$ cat config.mk
export PLATFORM = sky130hd
export DESIGN_NAME = prog_loader
export DESIGN_NICKNAME = d
export VERILOG_FILES = /design/src/rtl/prog_loader_pkg.sv /design/src/rtl/prog_loader_uart_rx.sv /design/src/rtl/prog_loader.sv
export SDC_FILE = /design/constraint.sdc
export NUM_CORES = 1
export LEC_CHECK = 0
export CORE_MARGIN = 1.5
export CORE_UTILIZATION = 40
export CTS_CLUSTER_DIAMETER = 30
export DETAILED_ROUTE_END_ITERATION = 7
export GPL_ROUTABILITY_DRIVEN = 0
export SYNTH_ARGS = -nofsm -noshare
export SYNTH_HDL_FRONTEND = slang
export SYNTH_SLANG_ARGS = --single-unit
$ cat constraint.sdc
create_clock -name clk -period 4.9 [get_ports clk]
set_input_delay 1.47 -clock clk [delete_from_list [all_inputs] [get_ports clk]]
set_output_delay 1.47 -clock clk [all_outputs]
set_load 0.02 [all_outputs]
$ cat src/rtl/prog_loader_pkg.sv
// Shared constants for the serial instruction-memory loader.
// Framing byte, FSM encodings and bit-timing helper.
package prog_loader_pkg;

  localparam logic [7:0] SYNC_BYTE = 8'hA5;

  localparam logic [2:0] ST_IDLE = 3'd0;
  localparam logic [2:0] ST_LEN  = 3'd1;
  localparam logic [2:0] ST_DATA = 3'd2;
  localparam logic [2:0] ST_CSUM = 3'd3;
  localparam logic [2:0] ST_ERR  = 3'd4;

  localparam logic [1:0] RX_IDLE  = 2'd0;
  localparam logic [1:0] RX_START = 2'd1;
  localparam logic [1:0] RX_DATA  = 2'd2;
  localparam logic [1:0] RX_STOP  = 2'd3;

  function automatic int clks_per_bit(input int clk_hz, input int baud);
    return clk_hz / baud;
  endfunction

endpackage

$ cat src/rtl/prog_loader_uart_rx.sv
// 8N1 serial byte receiver with input synchroniser.
// Start bit is re-checked at mid-bit to reject glitches.
module prog_loader_uart_rx
  import prog_loader_pkg::*;
#(
  parameter int CLKS_PER_BIT = 208
) (
  input  logic       clk,
  input  logic       rst_n,
  input  logic       rx,
  output logic       byte_valid,
  output logic [7:0] byte_data,
  output logic       frame_err
);

  localparam int CW = $clog2(CLKS_PER_BIT + 1);
  localparam logic [CW-1:0] FULL = CW'(CLKS_PER_BIT - 1);
  localparam logic [CW-1:0] HALF = CW'(CLKS_PER_BIT / 2 - 1);

  logic [1:0]    sync;
  logic          rx_s;
  logic [1:0]    st;
  logic [CW-1:0] cnt;
  logic [2:0]    bitn;
  logic [7:0]    shreg;

  assign rx_s = sync[1];

  always_ff @(posedge clk) begin
    if (!rst_n) begin
      sync       <= 2'b11;
      st         <= RX_IDLE;
      cnt        <= '0;
      bitn       <= '0;
      shreg      <= '0;
      byte_valid <= 1'b0;
      byte_data  <= '0;
      frame_err  <= 1'b0;
    end else begin
      sync       <= {sync[0], rx};
      byte_valid <= 1'b0;
      frame_err  <= 1'b0;
      unique case (st)
        RX_IDLE: begin
          cnt <= '0;
          if (!rx_s) st <= RX_START;
        end
        RX_START: begin
          if (cnt == HALF) begin
            cnt  <= '0;
            bitn <= '0;
            st   <= rx_s ? RX_IDLE : RX_DATA;
          end else begin
            cnt <= cnt + 1'b1;
          end
        end
        RX_DATA: begin
          if (cnt == FULL) begin
            cnt   <= '0;
            shreg <= {rx_s, shreg[7:1]};
            bitn  <= bitn + 1'b1;
            if (bitn == 3'd7) st <= RX_STOP;
          end else begin
            cnt <= cnt + 1'b1;
          end
        end
        default: begin
          if (cnt == FULL) begin
            cnt <= '0;
            st  <= RX_IDLE;
            if (rx_s) begin
              byte_valid <= 1'b1;
              byte_data  <= shreg;
            end else begin
              frame_err <= 1'b1;
            end
          end else begin
            cnt <= cnt + 1'b1;
          end
        end
      endcase
    end
  end

endmodule

$ cat src/rtl/prog_loader.sv
// UART-fed instruction memory writer: frames, checksums and
// strobes words into instr_mem while holding the core in reset.
module prog_loader
  import prog_loader_pkg::*;
#(
  parameter int CLK_HZ       = 24000000,
  parameter int BAUD         = 115200,
  parameter int ADDR_W       = 8,
  parameter int INSTR_W      = 30,
  parameter int TIMEOUT_CLKS = 2400000
) (
  input  logic               clk,
  input  logic               rst_n,
  input  logic               rx,
  output logic               wr_en,
  output logic [ADDR_W-1:0]  wr_addr,
  output logic [INSTR_W-1:0] wr_data,
  output logic               cpu_hold,
  output logic               load_done,
  output logic               load_err,
  output logic [ADDR_W:0]    word_count
);

  localparam int CPB = clks_per_bit(CLK_HZ, BAUD);
  localparam int TW  = $clog2(TIMEOUT_CLKS + 1);
  localparam logic [TW-1:0] T_LAST = TW'(TIMEOUT_CLKS - 1);

  logic          byte_valid;
  logic [7:0]    byte_data;
  logic          frame_err;
  logic [2:0]    state;
  logic [1:0]    bcnt;
  logic [23:0]   asm_q;
  logic [7:0]    csum;
  logic [ADDR_W:0] nwords;
  logic [TW-1:0] tcnt;
  logic          active;
  logic          expire;
  logic [31:0]   word;

  prog_loader_uart_rx #(.CLKS_PER_BIT(CPB)) u_uart_rx (
    .clk        (clk),
    .rst_n      (rst_n),
    .rx         (rx),
    .byte_valid (byte_valid),
    .byte_data  (byte_data),
    .frame_err  (frame_err)
  );

  assign active = (state == ST_LEN) || (state == ST_DATA) ||
                  (state == ST_CSUM);
  assign expire = active && (tcnt == T_LAST);
  assign word   = {asm_q, byte_data};

  always_ff @(posedge clk) begin
    if (!rst_n) begin
      state      <= ST_IDLE;
      bcnt       <= '0;
      asm_q      <= '0;
      csum       <= '0;
      nwords     <= '0;
      tcnt       <= '0;
      wr_en      <= 1'b0;
      wr_addr    <= '0;
      wr_data    <= '0;
      cpu_hold   <= 1'b0;
      load_done  <= 1'b0;
      load_err   <= 1'b0;
      word_count <= '0;
    end else begin
      wr_en     <= 1'b0;
      load_done <= 1'b0;
      if (wr_en) begin
        wr_addr    <= wr_addr + 1'b1;
        word_count <= word_count + 1'b1;
      end
      if (byte_valid || !active) tcnt <= '0;
      else tcnt <= tcnt + 1'b1;
      // timeout beats a same-cycle byte; that byte is dropped
      if (state == ST_ERR) begin
        load_err <= 1'b1;
        cpu_hold <= 1'b0;
        state    <= ST_IDLE;
      end else if (expire || (frame_err && state != ST_IDLE)) begin
        state <= ST_ERR;
      end else if (byte_valid) begin
        unique case (state)
          ST_IDLE: begin
            if (byte_data == SYNC_BYTE) begin
              state      <= ST_LEN;
              cpu_hold   <= 1'b1;
              load_err   <= 1'b0;
              word_count <= '0;
              csum       <= '0;
            end
          end
          ST_LEN: begin
            nwords  <= (byte_data == 8'd0) ? (ADDR_W+1)'(256)
                                           : (ADDR_W+1)'(byte_data);
            wr_addr <= '0;
            bcnt    <= '0;
            state   <= ST_DATA;
          end
          ST_DATA: begin
            asm_q <= word[23:0];
            csum  <= csum ^ byte_data;
            bcnt  <= bcnt + 1'b1;
            if (bcnt == 2'd3) begin
              if (|word[31:INSTR_W]) begin
                state <= ST_ERR;
              end else begin
                wr_en   <= 1'b1;
                wr_data <= word[INSTR_W-1:0];
                if (word_count + 1'b1 == nwords) state <= ST_CSUM;
              end
            end
          end
          default: begin
            if (byte_data == csum) begin
              load_done <= 1'b1;
              cpu_hold  <= 1'b0;
              state     <= ST_IDLE;
            end else begin
              state <= ST_ERR;
            end
          end
        endcase
      end
    end
  end

endmodule
==> metrics.md <==
| Metric | Value |
|---|---|
| Sequential share of the synthesized area | `a little under half` |
| Req. time, crit path | `5.24 ns` |
| Synth warnings | `0` |
| Final nets | `about 810` |
| DIE AREA | `0.01754 mm^2` |
| Area leader, netlist | `dfxtp_1` |
| Unrepaired setup endpoints after global routing | `no` |
| Fin. Hold Viols | `0` |
| # hold bufs at CTS | `0` |
| CP Cell Sequence | `nor3_1 -> nor2b_1 -> a211oi_1 -> and3_1 -> buf_4 -> nand2_1 -> a21boi_0` |
| Largest net degree at the start of global routing | `65` |
| Final Cycle Share | `66.71%` |
| Synth async-reset ratio | `0%` |
| Crit-path leading delay family | `simple AND/OR/NAND/NOR gates` |
| Max Cap Viol | `0` |
| Clk pin slew, worst setup/hold paths | `around 0.060 ns` |
| Final setup vio count | `0` |
| DIE HEIGHT | `~130 um` |
| Number of global-route vias before repair | `roughly 5000` |
| Cell count after synthesis | `approximately 770` |
| CTS resizes | `0` |
| Clk root buf | `clkbuf_16` |
| Synthesized cell area | `between 0.006 and 0.007 mm^2` |
| Ys flop type | `dfxtp_1` |
| Layout Cells excl Fill | `just over 1000` |
| Syn nets | `779` |
| Drt pass-1 iters | `4` |
| Max FO, Critical Path | `32` |
| Critical-path top delay cell | `and3_1` |
| GRT Overall Usage | `approximately 17%` |
| Crit start category | `flop` |
| CTS Buffer Depth | `2` |
| Fraction of layout cells with a size suffix above 1 | `just under 5%` |
| Leak | `2.679 nW` |
| Placed cells | `around 990` |
| Fmax | `between 300 and 400 MHz` |
| Hold WC Path Type | `reg2reg` |
| Slew Limit Headroom | `23.99%` |
| Period minus WS final | `between 3 and 4 ns` |
| Initial cell density of the core | `about 41%` |
| Vias | `between 5000 and 6000` |
| TritonCTS clock tree | `done` |
| Setup TNS | `0 ns` |
| Yosys cell types | `49` |
| Max-slew violation count | `0` |
| First-pass GRT wire length | `approximately 24 mm` |
| Post-route cell area | `roughly 0.008 mm^2` |
| Io pins | `between 50 and 60` |
| Worst path bufs/invs | `1` |
| Reg2reg setup slack | `~1.6 ns` |
| Maximum VDD drop | `0.0002853 V` |
| TritonCTS Buffers | `17` |
| Crit path kind | `reg2reg` |
| Peak per-stage delay on the critical path | `1.03 ns` |
| Initial DRC Count | `271` |
| Mapped Avg Cell Area | `8.760 um^2` |
| Worst path arrival time | `around 3.6 ns` |
| Initial antenna violation count | `0` |
| Most frequent cell after synthesis | `dfxtp_1` |
| HPWL after detailed placement | `9.660 mm` |
| Final wirelength | `14.34 mm` |
| EDFF count, synth | `0` |
| Vias per inst | `about 5.1` |
| Status | `finished clean` |
| Crit path capture type | `flop` |
| P&R area growth vs syn | `19.60%` |
| Least-Margin Pin Slew | `about 1.1 ns` |
| Placed Area | `about 0.0073 mm^2` |
| Post-CTS Setup Bufs | `0` |
| Ranking of synthesized cells by area | `dfxtp_1 45%, nand2_1 6.3%, mux2i_1 6.0%` |
| CTS sink cnt | `between 150 and 200` |
| Post-synth top area share | `between 40% and 50%` |
| Fill count | `~1500` |
| Setup clock skew after layout | `roughly 0.0070 ns` |
| H-tree levels | `4` |
| Post-route ant nets | `0` |
| Drc violations | `0` |
| Clk_lat worst skew | `0.42 ns` |
| Most common library cells after synthesis | `152 x dfxtp_1, 113 x nand2_1, 67 x nor2_1` |
| Core Area | `~0.016 mm^2` |
| Row count | `47` |
| Antenna diode count | `0` |
| Total power divided by cell area | `between 300 and 400 mW/mm^2` |
| Flops & latches, synth | `between 150 and 200` |
| Global route overflow | `0` |
| WL per Instance | `about 14 um` |
| Die width | `132.4 um` |
| Port bufs | `53` |
-- layout by cell type (no fill, tap or decap), types with 11 or more instances in the layout --
cell / count
nand3_1: 40
dfxtp_1: 152
mux2i_1: 40
clkbuf_16: 17
clkdlybuf4s50_1: 52
inv_1: 19
o21ai_0: 18
nand2_1: 113
and3_1: 12
xor2_1: 28
a21boi_0: 45
a21oi_1: 18
nand4_1: 16
ha_1: 11
nor2b_1: 42
xnor2_1: 29
nor2_1: 67
-- cells by family after synthesis --
group / count (synthesis) / share of synthesized area [%]
xor+xnor: 57 / 7.450
flops: 152 / 45.41
compound gates: 105 / 10.72
fa+ha+maj: 12 / 2.203
buf+inv: 67 / 3.995
simple gates: 332 / 24.25
mux: 40 / 5.975
-- metal layers --
metal,global-route usage (%),share of wire (%)
met5,0,0
met4,6.532,1.1
met3,4.866,3.4
met2,27.69,48
met1,21.65,48
-- cell type report --
class / count / area, um^2 / share of cell area (%)
repair buffers: 57 / 555.5 / 6.931
clock buffers: 22 / 464.2 / 5.791
flip-flops and latches: 152 / 3043 / 37.96
inverters: 19 / 71.32 / 0.8898
clock inverters: 10 / 214.0 / 2.669
multi-input cells: 546 / 3392 / 42.32
well taps: 220 / 275.3 / 3.434
-- registers in the layout (all words and copies together) (netlist names), 2 cells and up --
register	count
word_count	9
u_uart_rx.byte_data	8
u_uart_rx.sync	2
wr_addr	8
wr_data	30
u_uart_rx.st	2
asm_q	24
bcnt	2
tcnt	22
csum	8
state	3
u_uart_rx.bitn	3
u_uart_rx.cnt	8
u_uart_rx.shreg	8
nwords	9
-- worst register-to-register path: stages, from the launching register on --
cell and delay (ns):
dfxtp_1 0.54, nor3_1 0.47, nor2b_1 0.12, a211oi_1 0.58
and3_1 1.03, buf_4 0.26, nand2_1 0.05, a21boi_0 0.16
-- power breakdown --
part	internal, W	switching [W]	total, W
clock network	0.000987	0.000513	0.00150
logic	0.0000306	0.0000495	0.0000801
registers	0.00124	0.00000507	0.00125
-- through the flow --
stage                     power [W]  hold WS, ns  util [%]  worst slack [ns]
after floorplan            0.001337       0.3863         -             2.466
after global placement     0.001350       0.3969     44.56             1.952
after detailed placement   0.001355       0.3909     44.56             1.741
after CTS                  0.002851       0.4053     48.68             1.637
after global routing       0.002925       0.4272     48.68             1.318
final                      0.002827       0.4041     48.68             1.631
-- path summary, 6_finish.rpt --
kind,startpoint,to,cells after the start
max,state[1],asm_q[19],7
min,u_uart_rx.sync[0],u_uart_rx.sync[1],1
max reg2reg,state[1],asm_q[19],7
min reg2reg,u_uart_rx.sync[0],u_uart_rx.sync[1],1
(Power assumes the default switching activity.)
